**config.mk**
```make
export PLATFORM = sky130hd
export DESIGN_NAME = arbitrated_mux_flat
export DESIGN_NICKNAME = d
export VERILOG_FILES = /design/src/rtl/arbitrated_mux_pkg.sv /design/src/rtl/arbitrated_mux_if.sv /design/src/rtl/arbitrated_mux_rr_priority_pick.sv /design/src/rtl/arbitrated_mux.sv /design/src/flat_wrapper.sv
export SDC_FILE = /design/constraint.sdc
export NUM_CORES = 1
export LEC_CHECK = 0
export ABC_AREA = 1
export CORE_MARGIN = 2
export CORE_UTILIZATION = 44
export DETAILED_ROUTE_END_ITERATION = 7
export PLACE_DENSITY = 0.77
export SLEW_MARGIN = 20
export SYNTH_ARGS = -nofsm -noshare
export SYNTH_HDL_FRONTEND = slang
export SYNTH_SLANG_ARGS = --single-unit
```
**constraint.sdc**
```tcl
create_clock -name clk -period 2.8 [get_ports clk]
set_clock_uncertainty 0.2 [all_clocks]
set_input_delay 0.42 -clock clk [delete_from_list [all_inputs] [get_ports clk]]
set_output_delay 0.42 -clock clk [all_outputs]
set_load 0.005 [all_outputs]
```
**src/rtl/arbitrated_mux_pkg.sv**
```systemverilog
// mux_pkg: shared select-mode encoding for arbitrated_mux and its testbench
package mux_pkg;
   typedef enum logic {MODE_FIXED = 1'b0, MODE_RR = 1'b1} mode_e;
endpackage

```
**src/rtl/arbitrated_mux_if.sv**
```systemverilog
// arbitrated_mux_if: producer/consumer bundle for arbitrated_mux
//   mode, address       select control (fixed index or round-robin)
//   in_valid/in_ready   per-channel input handshake, in_data flattened per channel
//   out_valid/out_ready output handshake, out_data/out_channel registered word and its source
//   master = environment side, slave = mux side
interface arbitrated_mux_if
   import mux_pkg::*;
#(
   parameter int WIDTH    = 1,
   parameter int CHANNELS = 4,
   parameter int ADDR_W   = $clog2(CHANNELS)
);
   mode_e                     mode;
   logic [ADDR_W-1:0]         address;
   logic [CHANNELS-1:0]       in_valid;
   logic [CHANNELS-1:0]       in_ready;
   logic [CHANNELS*WIDTH-1:0] in_data;
   logic                      out_valid;
   logic                      out_ready;
   logic [WIDTH-1:0]          out_data;
   logic [ADDR_W-1:0]         out_channel;
   modport master (output mode, address, in_valid, in_data, out_ready,
                   input  in_ready, out_valid, out_data, out_channel);
   modport slave  (input  mode, address, in_valid, in_data, out_ready,
                   output in_ready, out_valid, out_data, out_channel);
endinterface

```
**src/rtl/arbitrated_mux_rr_priority_pick.sv**
```systemverilog
// rr_priority_pick: first valid channel at or after i_ptr, wrapping past CHANNELS-1
//   i_valid  per-channel valid vector
//   i_ptr    channel the search starts from
//   o_g      picked channel index
//   o_gv     high when any channel is valid
module rr_priority_pick #(
   parameter int CHANNELS = 4,
   parameter int ADDR_W   = $clog2(CHANNELS)
) (
   input  logic [CHANNELS-1:0] i_valid,
   input  logic [ADDR_W-1:0]   i_ptr,
   output logic [ADDR_W-1:0]   o_g,
   output logic                o_gv
);
   // Scan from the farthest offset down so the nearest valid channel overwrites last.
   always_comb begin
      o_g  = '0;
      o_gv = 1'b0;
      for (int k = CHANNELS - 1; k >= 0; k--) begin
         int idx;
         idx = int'(i_ptr) + k;
         idx = (idx >= CHANNELS) ? idx - CHANNELS : idx;
         if (i_valid[idx]) begin
            o_g  = ADDR_W'(idx);
            o_gv = 1'b1;
         end
      end
   end
endmodule

```
**src/rtl/arbitrated_mux.sv**
```systemverilog
// arbitrated_mux: CHANNELS-to-1 stream mux, fixed or round-robin select, registered output
//   clk     rising-edge clock
//   reset   synchronous active-high reset
//   io_bus  arbitrated_mux_if slave: select control, input and output handshakes
module arbitrated_mux
   import mux_pkg::*;
#(
   parameter int WIDTH    = 1,
   parameter int CHANNELS = 4,
   parameter int ADDR_W   = $clog2(CHANNELS)
) (
   input logic               clk,
   input logic               reset,
   arbitrated_mux_if.slave   io_bus
);
   typedef logic [ADDR_W-1:0] chan_idx_t;
   chan_idx_t           r_ptr;
   chan_idx_t           r_channel;
   logic                r_valid;
   logic [WIDTH-1:0]    r_data;
   chan_idx_t           w_rr_g;
   logic                w_rr_gv;
   chan_idx_t           w_g;
   logic                w_gv;
   logic                w_fix_gv;
   logic                w_slot_free;
   logic                w_accept;
   logic [CHANNELS-1:0] w_ready;
   logic [WIDTH-1:0]    w_data;
   rr_priority_pick #(.CHANNELS(CHANNELS), .ADDR_W(ADDR_W)) u_pick (
      .i_valid (io_bus.in_valid),
      .i_ptr   (r_ptr),
      .o_g     (w_rr_g),
      .o_gv    (w_rr_gv)
   );
   // Out-of-range addresses match no channel, so fixed mode never grants them.
   always_comb begin
      w_fix_gv = 1'b0;
      for (int i = 0; i < CHANNELS; i++)
         if (io_bus.address == chan_idx_t'(i)) w_fix_gv = io_bus.in_valid[i];
   end
   assign w_slot_free = !r_valid || io_bus.out_ready;
   assign w_g         = (io_bus.mode == MODE_RR) ? w_rr_g : io_bus.address;
   assign w_gv        = (io_bus.mode == MODE_RR) ? w_rr_gv : w_fix_gv;
   assign w_accept    = w_gv && w_slot_free;
   // Data is picked by decoded grant so unselected channels (even X) never propagate.
   always_comb begin
      w_ready = '0;
      w_data  = '0;
      for (int i = 0; i < CHANNELS; i++) begin
         w_ready[i] = w_accept && (w_g == chan_idx_t'(i));
         if (w_g == chan_idx_t'(i)) w_data = io_bus.in_data[i*WIDTH +: WIDTH];
      end
   end
   always_ff @(posedge clk) begin
      if (reset) begin
         r_valid   <= 1'b0;
         r_data    <= '0;
         r_channel <= '0;
         r_ptr     <= '0;
      end else begin
         if (w_accept) begin
            r_valid   <= 1'b1;
            r_data    <= w_data;
            r_channel <= w_g;
         end else if (io_bus.out_ready) begin
            r_valid   <= 1'b0;
         end
         if (w_accept && io_bus.mode == MODE_RR)
            r_ptr <= (w_g == chan_idx_t'(CHANNELS - 1)) ? '0 : w_g + 1'b1;
      end
   end
   assign io_bus.in_ready    = w_ready;
   assign io_bus.out_valid   = r_valid;
   assign io_bus.out_data    = r_data;
   assign io_bus.out_channel = r_channel;
endmodule
```
**src/flat_wrapper.sv**
```systemverilog
// flat-port wrapper written by rule: the top's interface ports become plain ports
module arbitrated_mux_flat import mux_pkg::*;
#(
   parameter int WIDTH    = 1,
   parameter int CHANNELS = 4,
   parameter int ADDR_W   = $clog2(CHANNELS)
)
  (clk, reset, io_bus_mode, io_bus_address, io_bus_in_valid, io_bus_in_data, io_bus_out_ready, io_bus_in_ready, io_bus_out_valid, io_bus_out_data, io_bus_out_channel);
  arbitrated_mux_if #(.WIDTH(WIDTH), .CHANNELS(CHANNELS), .ADDR_W(ADDR_W)) io_bus_i ();
  input logic clk;
  input logic reset;
  input wire logic [$bits(io_bus_i.mode)-1:0] io_bus_mode;
  input wire logic [$bits(io_bus_i.address)-1:0] io_bus_address;
  input wire logic [$bits(io_bus_i.in_valid)-1:0] io_bus_in_valid;
  input wire logic [$bits(io_bus_i.in_data)-1:0] io_bus_in_data;
  input wire logic [$bits(io_bus_i.out_ready)-1:0] io_bus_out_ready;
  output wire logic [$bits(io_bus_i.in_ready)-1:0] io_bus_in_ready;
  output wire logic [$bits(io_bus_i.out_valid)-1:0] io_bus_out_valid;
  output wire logic [$bits(io_bus_i.out_data)-1:0] io_bus_out_data;
  output wire logic [$bits(io_bus_i.out_channel)-1:0] io_bus_out_channel;
  assign io_bus_i.mode = io_bus_mode;
  assign io_bus_i.address = io_bus_address;
  assign io_bus_i.in_valid = io_bus_in_valid;
  assign io_bus_i.in_data = io_bus_in_data;
  assign io_bus_i.out_ready = io_bus_out_ready;
  assign io_bus_in_ready = io_bus_i.in_ready;
  assign io_bus_out_valid = io_bus_i.out_valid;
  assign io_bus_out_data = io_bus_i.out_data;
  assign io_bus_out_channel = io_bus_i.out_channel;
  arbitrated_mux #(.WIDTH(WIDTH), .CHANNELS(CHANNELS), .ADDR_W(ADDR_W)) u_core (.clk(clk), .reset(reset), .io_bus(io_bus_i));
endmodule
```
==> results of run 1 <==
cells in the mapped netlist, drive strengths merged:
cell type | number | share of area
a21oi | 5 | 0.042
a31oi | 2 | 0.018
buf | 1 | 0.017
dfxtp | 6 | 0.18
ha | 4 | 0.074
inv | 24 | 0.14
nand2 | 44 | 0.29
nand3 | 12 | 0.089
nand3b | 1 | 0.011
nor2 | 13 | 0.072
o211ai | 1 | 0.011
o21ai | 7 | 0.052
or2 | 1 | 0.0092
state kept, by name (all words and copies together), names as in the netlist:
| signal | flops |
|---|---|
| u_core.r_ptr | 2 |
| u_core.io_bus.out_valid | 1 |
| u_core.io_bus.out_channel | 2 |
| u_core.io_bus.out_data | 1 |
layout make-up:
cell class / instances / area [µm²] / share of cell area
multi-input cells: 90 / 529.3 / 0.4429
repair buffers: 47 / 400.4 / 0.3351
flip-flops and latches: 6 / 127.6 / 0.1068
inverters: 24 / 95.09 / 0.07958
clock buffers: 3 / 22.52 / 0.01885
well taps: 16 / 20.02 / 0.01675
metal layers:
| layer | vias to the layer above | wire (µm) | global-route usage | part of all wire |
|---|---|---|---|---|
| li1 | 478 | - | - | - |
| met1 | 432 | 947 | 0.3000 | 0.40 |
| met2 | 48 | 1170 | 0.4358 | 0.50 |
| met4 | 0 | 80 | 0.1030 | 0.034 |
| met3 | 12 | 160 | 0.04255 | 0.068 |
| met5 | - | 0 | 0 | 0 |
worst max path at each step:
stage / slack, ns / start / depth (start not counted) / to
after detailed placement: -0.44 / io_bus_in_valid[0] / 15 / io_bus_in_ready[1]
final: 0.03 / u_core.r_ptr[0] / 14 / io_bus_in_ready[1]
after CTS: 0.01 / io_bus_in_valid[2] / 14 / io_bus_in_ready[3]
after floorplan: 0.59 / u_core.r_ptr[0] / 18 / u_core.io_bus.out_data
after global placement: -0.36 / io_bus_in_valid[0] / 15 / io_bus_in_ready[1]
after global routing: -0.05 / u_core.r_ptr[0] / 14 / io_bus_in_ready[1]
stage by stage:
stage          setup TNS (ns)  utilization  hold slack, ns
2_1_floorplan               0            -          0.2705
6_report                    0       0.8121          0.2881
3_3_place_gp           -1.440       0.7168          0.2706
5_1_grt              -0.09727       0.8121          0.3081
3_5_place_dp           -1.749       0.7168          0.2842
4_1_cts                     0       0.7653          0.2878
logic make-up (layout without fill, tap and decap cells):
logic type	after synthesis	in the layout	synth area share
compound gates	15	15	0.1236
flops	6	6	0.1771
buf+inv	25	74	0.1568
fa+ha+maj	4	4	0.07380
simple gates	71	71	0.4687
power groups by stage:
stage / logic [mW] / registers, mW / clock network (mW)
after detailed placement: 0.273 / 0.114 / 0
after global routing: 0.358 / 0.117 / 0.0888
after floorplan: 0.154 / 0.108 / 0
after CTS: 0.288 / 0.114 / 0.0829
after global placement: 0.267 / 0.114 / 0
final: 0.328 / 0.116 / 0.0821
critical path, cell delays in order (launching register included):
cell             delay [ns]
dfxtp_4                0.38
buf_4                  0.15
nand2_2                0.09
nand3_2                0.13
nand2_2                0.10
nand3_2                0.08
nand2_1                0.09
nand2_1                0.09
nand3_2                0.10
nand2_2                0.08
inv_2                  0.06
ha_1                   0.16
inv_1                  0.05
nor2_1                 0.10
clkdlybuf4s15_2        0.21
what timing repair did:
| item | in CTS | in global routing |
|---|---|---|
| hold endpoints to repair | 0 | 0 |
| resized for setup | 28 | 21 |
| pin swaps | 5 | 8 |
| endpoints found under the setup margin | 4 | 5 |
| setup buffers | 2 | 3 |
==> reports/results.txt, run 1 <==
outcome: finished, final reports clean
Pwr per Cell Area: 440.5 mW/mm²
Hold Path Origin: u_core.io_bus.out_data
switching pwr: 219.3 µW
CP arrival: 2.15 ns
gr ovfl total: 0
sw frac: 0.4167
setup violation total in the final timing report: 0
flop2flop setup slack: 0.29 ns
Reg2Reg Depth: 18
cells after synthesis: 121
DR iter-0 viols: 21
Slew headroom: 0.8604
pin count of the biggest net entering global routing: 10
sequential fraction of the synthesis area: 0.1771
clock transition at the registers of the reported paths: 0.04 ns
worst setup margin: 0.03247 ns
Final Max Tran Viols: 0
Syn Nets: 139
drc violations: 0
Vias: 970
internal power: 307.0 µW
Die Width: 43.26 µm
DP HPWL: 1543 µm
commonest cells after routing, fill and taps aside: 26 x buf_4, 23 x nand2_1, 18 x nand2_2
critical path startpoint category: flop
Routed WL per cell: 12.68 µm
Post-Route WL: 2358 µm
Routed Antenna Nets: 0
Worst-Skew Late Latency: 0.25 ns
root buf cell: clkbuf_4
Power Total: 526.4 µW
post-place instance area: 0.001055 mm²
Critical Path RT: 2.18 ns
CTS Sinks: 6
Synth cell types: 18
initial antenna violation count: 0
Final GP Congestion: 0.9015
Achievable Freq: 361.3 MHz
Mapped Area: 678.2 µm²
Syn Area/Cell: 5.605 µm²
clk buf depth: 2
Total GRT Usage: 0.2511
Inst Count DP: 178
FF-to-FF End: u_core.io_bus.out_data
Post-Place Worst Slack: -0.4387 ns
Hold Violations, Final: 0
I/O pin cnt: 22
Crit. End Element: output port
die area: 0.001871 mm²
Hold Path Depth: 2
crit path max fanout: 7
Finished Layout Cells: 186
vias per cell: 5.215
Fill cells: 103
critical path type: flop to output port
worst hold endpoint: u_core.io_bus.out_data
finished layout cell area: 0.001195 mm²
Synth Warn #: 0
Starting Density: 0.4609
Die H: 43.26 µm
Final min period: 2.768 ns
proportion of layout cells with a drive suffix above 1: 0.4294
VDD IR max: 300.8 µV
Gate power share: 0.624
Worst-Margin Slew: 0.2085 ns
RR Startpoint: u_core.r_ptr[0]
first-pass detailed-route iteration total: 4
fin nets: 190
max cap viols: 0
Core ar.: 0.001471 mm²
register bit total from synthesis: 6
first-pass GRT wire length: 3588 µm
path category of the worst min-delay check: flop to flop
CTS tree: done
vias in the first global route: 869
IO Port Bufs: 21
site row count: 14
most common cell after layout, fill and taps aside: buf_4
htree depth: 1
Clock power frac: 0.156
cts hold-fix bufs: 0
synth-to-layout area growth: 76.20%
Leakage Power: 0.6335 nW
number of diodes: 0
Final period util: 0.9884
register share of total power: 0.220
total CTS buffers: 3
No activity file was read; power rests on OpenSTA's default activity.
==> run 2: changes to the inputs <==
CORE_UTILIZATION = 40   (was 44)
GPL_ROUTABILITY_DRIVEN = 0   (was not set)
PLACE_DENSITY = 0.74   (was 0.77)
TNS_END_PERCENT = 10   (was not set)
clock period = 2.5 ns   (was 2.8 ns; I/O delays follow)
==> run 2 against run 1 <==
  * Critical path type unchanged
  * Design area up 11%
  * Clock power up 11%
  * Worst setup slack worse by 0.072 ns
  * Hold slack better by 0.024 ns
  * Non-clock buffer count up 6
  * Critical path depth up 1
  * Global-route usage up 0.78 points
  * Via count up 2.6%
  * First-iteration DRC count up 86%
  * The run now ends with negative setup slack left
  * Combinational power up 39%
  * Utilization up 4.7 points
  * Critical endpoint is now io_bus_in_ready[3]
  * Wire length up 18%
==> reports/results.txt, run 2 (same netlist as run 1, synthesis figures left out) <==
outcome: finished with violations
die area: 0.002041 mm² (+9.0%)
Starting Density: 0.4399 (-0.02095)
Die Width: 45.18 µm (+4.4%)
fin nets: 196 (+3.2%)
Clock power frac: 0.135 (-0.021)
site row count: 14 (unchanged)
I/O pin cnt: 22 (unchanged)
Worst-Skew Late Latency: 0.24 ns (about the same)
Post-Route WL: 2774 µm (+18%)
sw frac: 0.4329 (+0.01627)
vias in the first global route: 935 (+7.6%)
Die H: 45.18 µm (+4.4%)
Pwr per Cell Area: 510.3 mW/mm² (+16%)
Critical Path RT: 1.92 ns (-0.26 ns)
Reg2Reg Depth: 19 (+1)
proportion of layout cells with a drive suffix above 1: 0.5170 (+0.08763)
critical path type: flop to output port
finished layout cell area: 0.001324 mm² (+11%)
DP HPWL: 1526 µm (-1.1%)
slowest cell on the critical path: dfxtp_4
path category of the worst min-delay check: flop to flop
VDD IR max: 403.3 µV (+34%)
Routed Antenna Nets: 0 (unchanged)
max cap viols: 0 (unchanged)
critical path cell sequence: buf_6 -> nand2_8 -> nand3_4 -> nand2_2 -> nand3_2 -> nand2_1 -> nand2_1 -> nand3_2 -> nand2_2 -> buf_6 -> inv_6 -> ha_4 -> inv_2 -> nor2_1 -> buf_2
first-pass detailed-route iteration total: 4 (unchanged)
htree depth: 1 (unchanged)
RR Startpoint: u_core.r_ptr[0]
Total GRT Usage: 0.2588 (+0.007751)
Worst-Margin Slew: 0.2375 ns (+0.02904 ns)
clock transition at the registers of the reported paths: 0.05 ns (about the same)
first-pass GRT wire length: 3836 µm (+6.9%)
internal power: 383.1 µW (+25%)
commonest cells after routing, fill and taps aside: 30 x buf_4, 24 x nand2_1, 13 x nand2_2
WL met3: 128 µm (-20%)
cell family with most CP delay: simple AND/OR/NAND/NOR gates
drc violations: 0 (unchanged)
Achievable Freq: 393.8 MHz
Hold Violations, Final: 0 (unchanged)
Critical Path Source: u_core.r_ptr[0]
critical path startpoint category: flop
vias per cell: 5.182 (-0.63%)
cts hold-fix bufs: 0 (unchanged)
most common cell after layout, fill and taps aside: buf_4
gr ovfl total: 0 (unchanged)
Routed WL per cell: 14.45 µm (+14%)
post-place instance area: 0.001062 mm² (+0.71%)
critical path depth: 15 (+1)
Inst Count DP: 179 (+0.56%)
CP arrival: 1.96 ns (-0.19 ns)
setup violation total in the final timing report: 3 (+3)
initial antenna violation count: 0 (unchanged)
worst setup margin: -0.03921 ns (-0.07168 ns)
switching pwr: 292.5 µW (+33%)
Final period util: 1.016
number of diodes: 0 (unchanged)
failing checks: negative setup slack
clk buf depth: 2 (unchanged)
total CTS buffers: 3 (unchanged)
Final Max Tran Viols: 0 (unchanged)
Hold Path Depth: 2 (unchanged)
CTS tree: done
Final min period: 2.539 ns
root buf cell: clkbuf_4
Final Util: 0.8588 (+0.04669)
Leakage Power: 0.6752 nW (+6.6%)
Slew headroom: 0.8409 (-0.01945)
IO Port Bufs: 21 (unchanged)
CP Buf/Inv Count: 5 (+1)
Gate power share: 0.677 (+0.053)
DR iter-0 viols: 39 (+86%)
CTS Sinks: 6 (unchanged)
Max stage delay on crit path: 0.38 ns (about the same)
Crit. End Element: output port
Top Metal Used: met4
met2 wire length: 1555 µm (+33%)
pin count of the biggest net entering global routing: 8 (-2)
synth-to-layout area growth: 95.20%
DRT met1 WL: 1026 µm (+8.3%)
Vias: 995 (+2.6%)
Core ar.: 0.001541 mm² (+4.8%)
Hold Path Origin: u_core.io_bus.out_data
Finished Layout Cells: 192 (+3.2%)
register share of total power: 0.188 (-0.032)
RSZ-0062 raised after global routing: yes
crit path max fanout: 6 (-1)
## run 2: cell types whose count changed in the layout (fill, tap and decap cells not counted), sizes merged
cell           previous run  this run
buf                      26        35
clkdlybuf4s15             3         1
clkbuf                    4         5
clkdlybuf4s50            13        12
dlymetal6s2s              1         0
## run 2: path summary, 6_finish.rpt
kind                            end  slack [ns]
max              io_bus_in_ready[3]       -0.04
min          u_core.io_bus.out_data        0.31
max reg2reg  u_core.io_bus.out_data       -0.01
min reg2reg  u_core.io_bus.out_data        0.31
## run 2: cell type report
type / instances / area (µm²)
fill: 83 / 217.7
tap: 16 / 20.02
sequential: 6 / 125.1
inverter: 24 / 107.6
timing repair buffer: 53 / 429.2
clock buffer: 3 / 22.52
multi-input combinational: 90 / 619.3
## run 2: metrics by stage
stage	hold WS, ns	worst slack (ns)	setup TNS [ns]	total power, mW
floorplan	0.2374	0.2860	0	0.2935
global route	0.3239	-0.1576	-0.5941	0.7168
finish	0.3124	-0.03921	-0.07419	0.6756
CTS	0.3018	-0.02228	-0.03745	0.5825
detailed placement	0.2925	-0.6972	-3.262	0.4378
global placement	0.2702	-0.5986	-2.679	0.4283
## run 2: power by group through the flow
stage	sequential, mW	clock, mW	combinational [mW]
floorplan	0.121	0	0.172
global placement	0.125	0	0.303
detailed placement	0.127	0	0.311
CTS	0.124	0.0891	0.369
global route	0.128	0.0995	0.489
finish	0.127	0.0912	0.457
## run 2: tightest hold or removal path: stages, from the launching register on
cell and delay, ns:
dfxtp_1 0.33, nand2_4 0.08, a21oi_2 0.05
## run 2: routing by layer
metal  up-vias  global-route usage
met3         8             0.04800
met5         -                   0
met2        37              0.4857
li1        486                   -
met4         0             0.07647
met1       464              0.2913
## run 2: timing repair
action / in CTS / in global routing
buffers inserted: 7 / 3
gates resized for setup: 49 / 37
setup endpoints to repair: 5 / 5
pin swaps: 11 / 27
